[src/rtl/spi_slave.sv]
// SPI target, all four CPOL/CPHA modes, oversampled from the system clock.
// Single-entry tx holding register feeds the shift register; rx bytes come out with a 1-cycle strobe.
module spi_slave #(
  parameter int                    DATA_WIDTH  = 8,
  parameter int                    SYNC_STAGES = 2,
  parameter logic [DATA_WIDTH-1:0] IDLE_BYTE   = 8'hFF
) (
  input  logic                  clk,
  input  logic                  rst,
  input  logic                  cpol,
  input  logic                  cpha,
  input  logic                  sclk,
  input  logic                  ss_b,
  input  logic                  mosi,
  output logic                  miso,
  output logic                  miso_en,
  input  logic [DATA_WIDTH-1:0] tx_data,
  input  logic                  tx_load,
  output logic                  tx_ready,
  output logic [DATA_WIDTH-1:0] rx_data,
  output logic                  rx_valid,
  output logic                  busy,
  output logic                  tx_underrun
);

  localparam int CW = (DATA_WIDTH > 1) ? $clog2(DATA_WIDTH) : 1;
  localparam logic [CW-1:0] LAST = CW'(DATA_WIDTH - 1);

  localparam logic [0:0] IDLE   = 1'b0;
  localparam logic [0:0] ACTIVE = 1'b1;

  logic [SYNC_STAGES-1:0] sclk_sync, ss_sync, mosi_sync;
  logic                   sclk_s, ss_s, mosi_s, sclk_d;

  logic [0:0]            state;
  logic [CW-1:0]         cnt;
  logic [DATA_WIDTH-1:0] tx_sh, rx_sh, hold;
  logic                  hold_full, fresh;

  logic active, start, stop, lead, trail, sample, shift_edge, reload, shift;

  assign sclk_s = sclk_sync[SYNC_STAGES-1];
  assign ss_s   = ss_sync[SYNC_STAGES-1];
  assign mosi_s = mosi_sync[SYNC_STAGES-1];

  always_ff @(posedge clk) begin
    if (!rst) begin
      sclk_sync <= {SYNC_STAGES{cpol}};
      ss_sync   <= '1;
      mosi_sync <= '0;
      sclk_d    <= cpol;
    end else begin
      sclk_sync <= {sclk_sync[SYNC_STAGES-2:0], sclk};
      ss_sync   <= {ss_sync[SYNC_STAGES-2:0], ss_b};
      mosi_sync <= {mosi_sync[SYNC_STAGES-2:0], mosi};
      sclk_d    <= sclk_s;
    end
  end

  always_comb begin
    active     = (state == ACTIVE) && !ss_s;
    start      = (state == IDLE) && !ss_s;
    stop       = (state == ACTIVE) && ss_s;
    lead       = active && (sclk_s != sclk_d) && (sclk_s != cpol);
    trail      = active && (sclk_s != sclk_d) && (sclk_s == cpol);
    sample     = cpha ? trail : lead;
    shift_edge = cpha ? lead : trail;
    // cnt==0 on a shift edge means a byte boundary; in cpha=1 the very first
    // leading edge of the frame uses the byte loaded at frame start.
    reload     = start || (shift_edge && (cnt == '0) && !(cpha && fresh));
    shift      = shift_edge && !reload && !(cpha && (cnt == '0));
  end

  always_ff @(posedge clk) begin
    if (!rst) begin
      state       <= IDLE;
      cnt         <= '0;
      tx_sh       <= '0;
      rx_sh       <= '0;
      hold        <= '0;
      hold_full   <= 1'b0;
      fresh       <= 1'b0;
      rx_data     <= '0;
      rx_valid    <= 1'b0;
      tx_underrun <= 1'b0;
    end else begin
      rx_valid    <= 1'b0;
      tx_underrun <= 1'b0;

      if (start)     state <= ACTIVE;
      else if (stop) state <= IDLE;

      if (start || stop)
        cnt <= '0;
      else if (sample)
        cnt <= (cnt == LAST) ? '0 : cnt + 1'b1;

      if (sample) begin
        rx_sh <= {rx_sh[DATA_WIDTH-2:0], mosi_s};
        if (cnt == LAST) begin
          rx_data  <= {rx_sh[DATA_WIDTH-2:0], mosi_s};
          rx_valid <= 1'b1;
        end
      end

      if (start)     fresh <= 1'b1;
      else if (lead) fresh <= 1'b0;

      if (reload) begin
        tx_sh       <= hold_full ? hold : IDLE_BYTE;
        tx_underrun <= !hold_full;
      end else if (shift) begin
        tx_sh <= {tx_sh[DATA_WIDTH-2:0], 1'b0};
      end

      // A transfer only happens while full, so a same-cycle load is never accepted.
      if (reload && hold_full) begin
        hold_full <= 1'b0;
      end else if (tx_load && !hold_full) begin
        hold      <= tx_data;
        hold_full <= 1'b1;
      end
    end
  end

  assign miso     = (state == ACTIVE) ? tx_sh[DATA_WIDTH-1] : 1'b0;
  assign miso_en  = (state == ACTIVE);
  assign busy     = (state == ACTIVE);
  assign tx_ready = !hold_full;

endmodule

[config.mk]
export PLATFORM = sky130hd
export DESIGN_NAME = spi_slave
export DESIGN_NICKNAME = d
export VERILOG_FILES = /design/src/rtl/spi_slave.sv
export SDC_FILE = /design/constraint.sdc
export NUM_CORES = 1
export LEC_CHECK = 0
export ABC_AREA = 0
export BUFFER_PORTS_ARGS = -buffer_cell sky130_fd_sc_hd__buf_2
export CORE_MARGIN = 8
export CORE_UTILIZATION = 62
export CTS_BUF_LIST = sky130_fd_sc_hd__clkbuf_4 sky130_fd_sc_hd__clkbuf_8
export CTS_CLUSTER_DIAMETER = 80
export DETAILED_ROUTE_END_ITERATION = 16
export PLACE_DENSITY = 0.86
export SLEW_MARGIN = 20
export SYNTH_ARGS = -nofsm -noshare
export SYNTH_HDL_FRONTEND = slang
export SYNTH_SLANG_ARGS = --single-unit
[constraint.sdc]
create_clock -name clk -period 3.39 [get_ports clk]
set_input_delay 0.1695 -clock clk [delete_from_list [all_inputs] [get_ports clk]]
set_output_delay 0.1695 -clock clk [all_outputs]
set_load 0.005 [all_outputs]
==> metrics.cfg <==
[placed_design]
dpl_worst_slack_ps = 1525
dp_cells = 251
gp_congestion = 0.7508
buffer_ports.inserted = 29
dpl.hpwl_um = 2382

[timing]
fmax_mhz = 522.4
drv_slew = 0
report.final.setup_viol = 0
timing.slew.headroom_pct = 55.66
fin_skew_ps = 3.951
worstMarginPinSlew_ps = 665.1
setup_ws_ps = 1476
period_needed_ps = 1914
grt_setup_unrepaired = no
fin_tns_setup_ps = 0
timing.hold.ws_ps = 36.60
period_share_pct = 56.47
number_of_hold_slack_violations_in_the_final_timing_report = 0

[clocking]
cts_buffer_depth = 2
tritoncts_clock_tree = yes
clkSinkCount = 46
insertion_delay_of_the_later_clocked_pin_in_the_worst_skew_pair_ps = 360
htree_num_levels = 2
cts_post_setup_buffers_inserted = 0
clkSlewWorstSetupHoldPaths_ps = 130
cts_buffers = 5
clock-root-buffer = clkbuf_4

[drt]
via_per_inst = 5.263
wire_per_inst_um = 13.04
totalWireLength_um = 3416
drcViolationCount = 0
dr_wl_met2_um = 1581
wirelength_met1_um = 1629
vias = 1379
routed.top_layer = met4
ant_nets = 0
number_of_drc_markers_after_the_initial_detailed_route_iteration = 117
met3_length_um = 181
firstDrtPassIters = 4

[setup_path]
worst_r2r_path_depth = 6
timing.critical_path.slowest_stage_cell = a21oi_2
setup.worst_path.class = reg -> reg
startpoint = busy
cp_max_fo = 11
timing.critical_path.mode_cell = mux2i_1
cp.buffers_inverters = 0
worst_r2r_startpoint = busy
cp-endpoint = tx_sh[6]
timing.critical_path.depth = 6
cp_arrival_ps = 2170
setup.worst_path.start_class = flop
worstSetupEndpointType = flop
worst_ep_required_time_ps = 3650
path_cells = ha_1 -> nand3b_1 -> mux2i_1 -> a21oi_2 -> mux2i_1 -> o2bb2ai_1
path_delay_family = compound AO/OA/AOI/OAI gates
critical_path.max_stage_delay_ps = 550
timing.reg2reg.setup_slack_ps = 1480
crit-reg2reg-capture = tx_sh[6]

[worst_hold_path]
hold_path_depth = 3
hold_class = in -> reg
hold_start = tx_data[7]

[grt]
global_route.usage.total_pct = 14.30
antenna_found_initial = 0
grt_overflow_total = 0
grt_pass1_wl_um = 5754
first_global_vias = 1287
pin_count_of_the_biggest_net_entering_global_routing = 32

[die]
fp.dieW_um = 70.97
core_sq_um = 2953
die_area_sq_um = 5036
num_rows = 20
ios = 30
initial_utilization_pct = 63.43
fp.dieH_um = 70.97

[pwr]
powerDensity_nw_per_um2 = 492.2
p_switching_mw = 0.2211
clkPwrFrac_pct = 39.6
swShare_pct = 20.85
power_frac_seq_pct = 53.4
power.leakage_nw = 1.103
internal-power_mw = 0.8394
ir_drop_mv = 0.3370
power.combinational.fraction_pct = 7.1

[logic_synthesis]
synth_top_cell_by_area = dfxtp_1
number_of_enable_flip_flop_cells_after_synthesis = 0
ys_warn_count = 0
postSynth.asyncResetShare_pct = 0
synth.ff_latch_count = 46
yosys.cell_types.count = 27
synth_area_sq_um = 1873
synth_area_per_cell_sq_um = 9.460
synth.net_count = 219
yosys-top-cells-area = dfxtp_1 49%, mux2i_1 15%, nand2_1 5.8%
ys_seq_area_share_pct = 49.16
synthFlopType = dfxtp_1
number_of_cells_produced_by_synthesis = 198
post-synth-top-area-fraction_pct = 49.16

[cells_and_area]
num-nets-final = 249
post-route-util_pct = 72.97
insertedDiodeCount = 0
layout-drive-gt1-share_pct = 17.47
final_cells = 262
syn_to_final_growth_pct = 15.03

[run]
max_cap_viol_count = 0

[outcome]
run_status = complete, no violations

## cell usage after synthesis (all sizes together) (2+ instances only)
| cell | n |
|---|---|
| o2bb2ai | 7 |
| buf | 5 |
| nand2 | 29 |
| inv | 8 |
| ha | 5 |
| nand2b | 12 |
| nand3b | 2 |
| and2 | 3 |
| dfxtp | 46 |
| nor2 | 22 |
| mux2i | 29 |
| a21oi | 13 |
| nor3 | 3 |
| clkbuf | 5 |
## cells by family after synthesis
family,synth area share (%)
adders and majority gates,3.340
AOI/OAI and AO/OA,8.084
xor gates and xnor gates,0.8686
buffers and inverters,4.475
and+or+nand+nor,18.57
DFF,49.16
muxes,15.50
## worst reg2reg max path, cell delays in order (launching register included)
cell and delay [ps]:
dfxtp_1 380, ha_1 300, nand3b_1 110, mux2i_1 100, a21oi_2 550, mux2i_1 280
o2bb2ai_1 100
## state kept, by name (all words and copies together), names as in the netlist
name and count:
ss_sync 2, hold 8, sclk_sync 2, tx_sh 8, rx_valid 1, rx_data 8
hold_full 1, mosi_sync 2, tx_underrun 1, cnt 3, fresh 1, busy 1
sclk_d 1, rx_sh 7
## power by group through the flow
stage	sequential (mW)	clock [mW]	combinational, mW
floorplan	0.573	0	0.0545
global placement	0.577	0	0.0707
detailed placement	0.578	0	0.0725
CTS	0.566	0.425	0.0747
global route	0.568	0.451	0.0834
finish	0.566	0.419	0.0751
## stage by stage
step / power (mW) / cell area, sq um
final: 1.060 / 2155
after CTS: 1.066 / 2145
after global placement: 0.6481 / 2013
after floorplan: 0.6277 / 1873
after global routing: 1.102 / 2155
after detailed placement: 0.6506 / 2013
## repair_timing
| item | in CTS | in global routing |
|---|---|---|
| endpoints found under the setup margin | 0 | 0 |
| resized for setup | 0 | 0 |
| endpoints found under the hold margin | 2 | 1 |
| hold buffers | 2 | 1 |
## layout by cell type, fill, tap and decap left out, drive strengths merged, types with 3 or more instances in the layout
cell type    synthesis  layout
dfxtp               46      46
buf                  5      30
nand2               29      29
mux2i               29      29
nor2                22      22
a21oi               13      13
nand2b              12      12
inv                  8       8
o2bb2ai              7       7
clkbuf               5       6
ha                   5       5
and2                 3       3
nor3                 3       3
dlygate4sd3          0       3
## layer usage
layer  GRT usage, %  vias up
met3          6.497        4
met4          4.850        0
met1          17.39      621
li1               -      720
met5              0        -
met2          21.73       34
## final cells by class
type	count	area, sq um
timing repair buffer	33	182.7
inverter	8	30.03
tap	33	41.29
multi-input combinational	134	868.3
fill	229	798.3
clock inverter	2	60.06
clock buffer	6	51.30
sequential	46	920.9
## worst min path at each step
stage,end,slack (ps)
after floorplan,ss_sync[0],270
after global placement,ss_sync[0],350
after detailed placement,ss_sync[0],360
after CTS,mosi_sync[0],0.4
after global routing,hold[2],10
final,hold[7],40
Power figures use the tool's default switching activity.
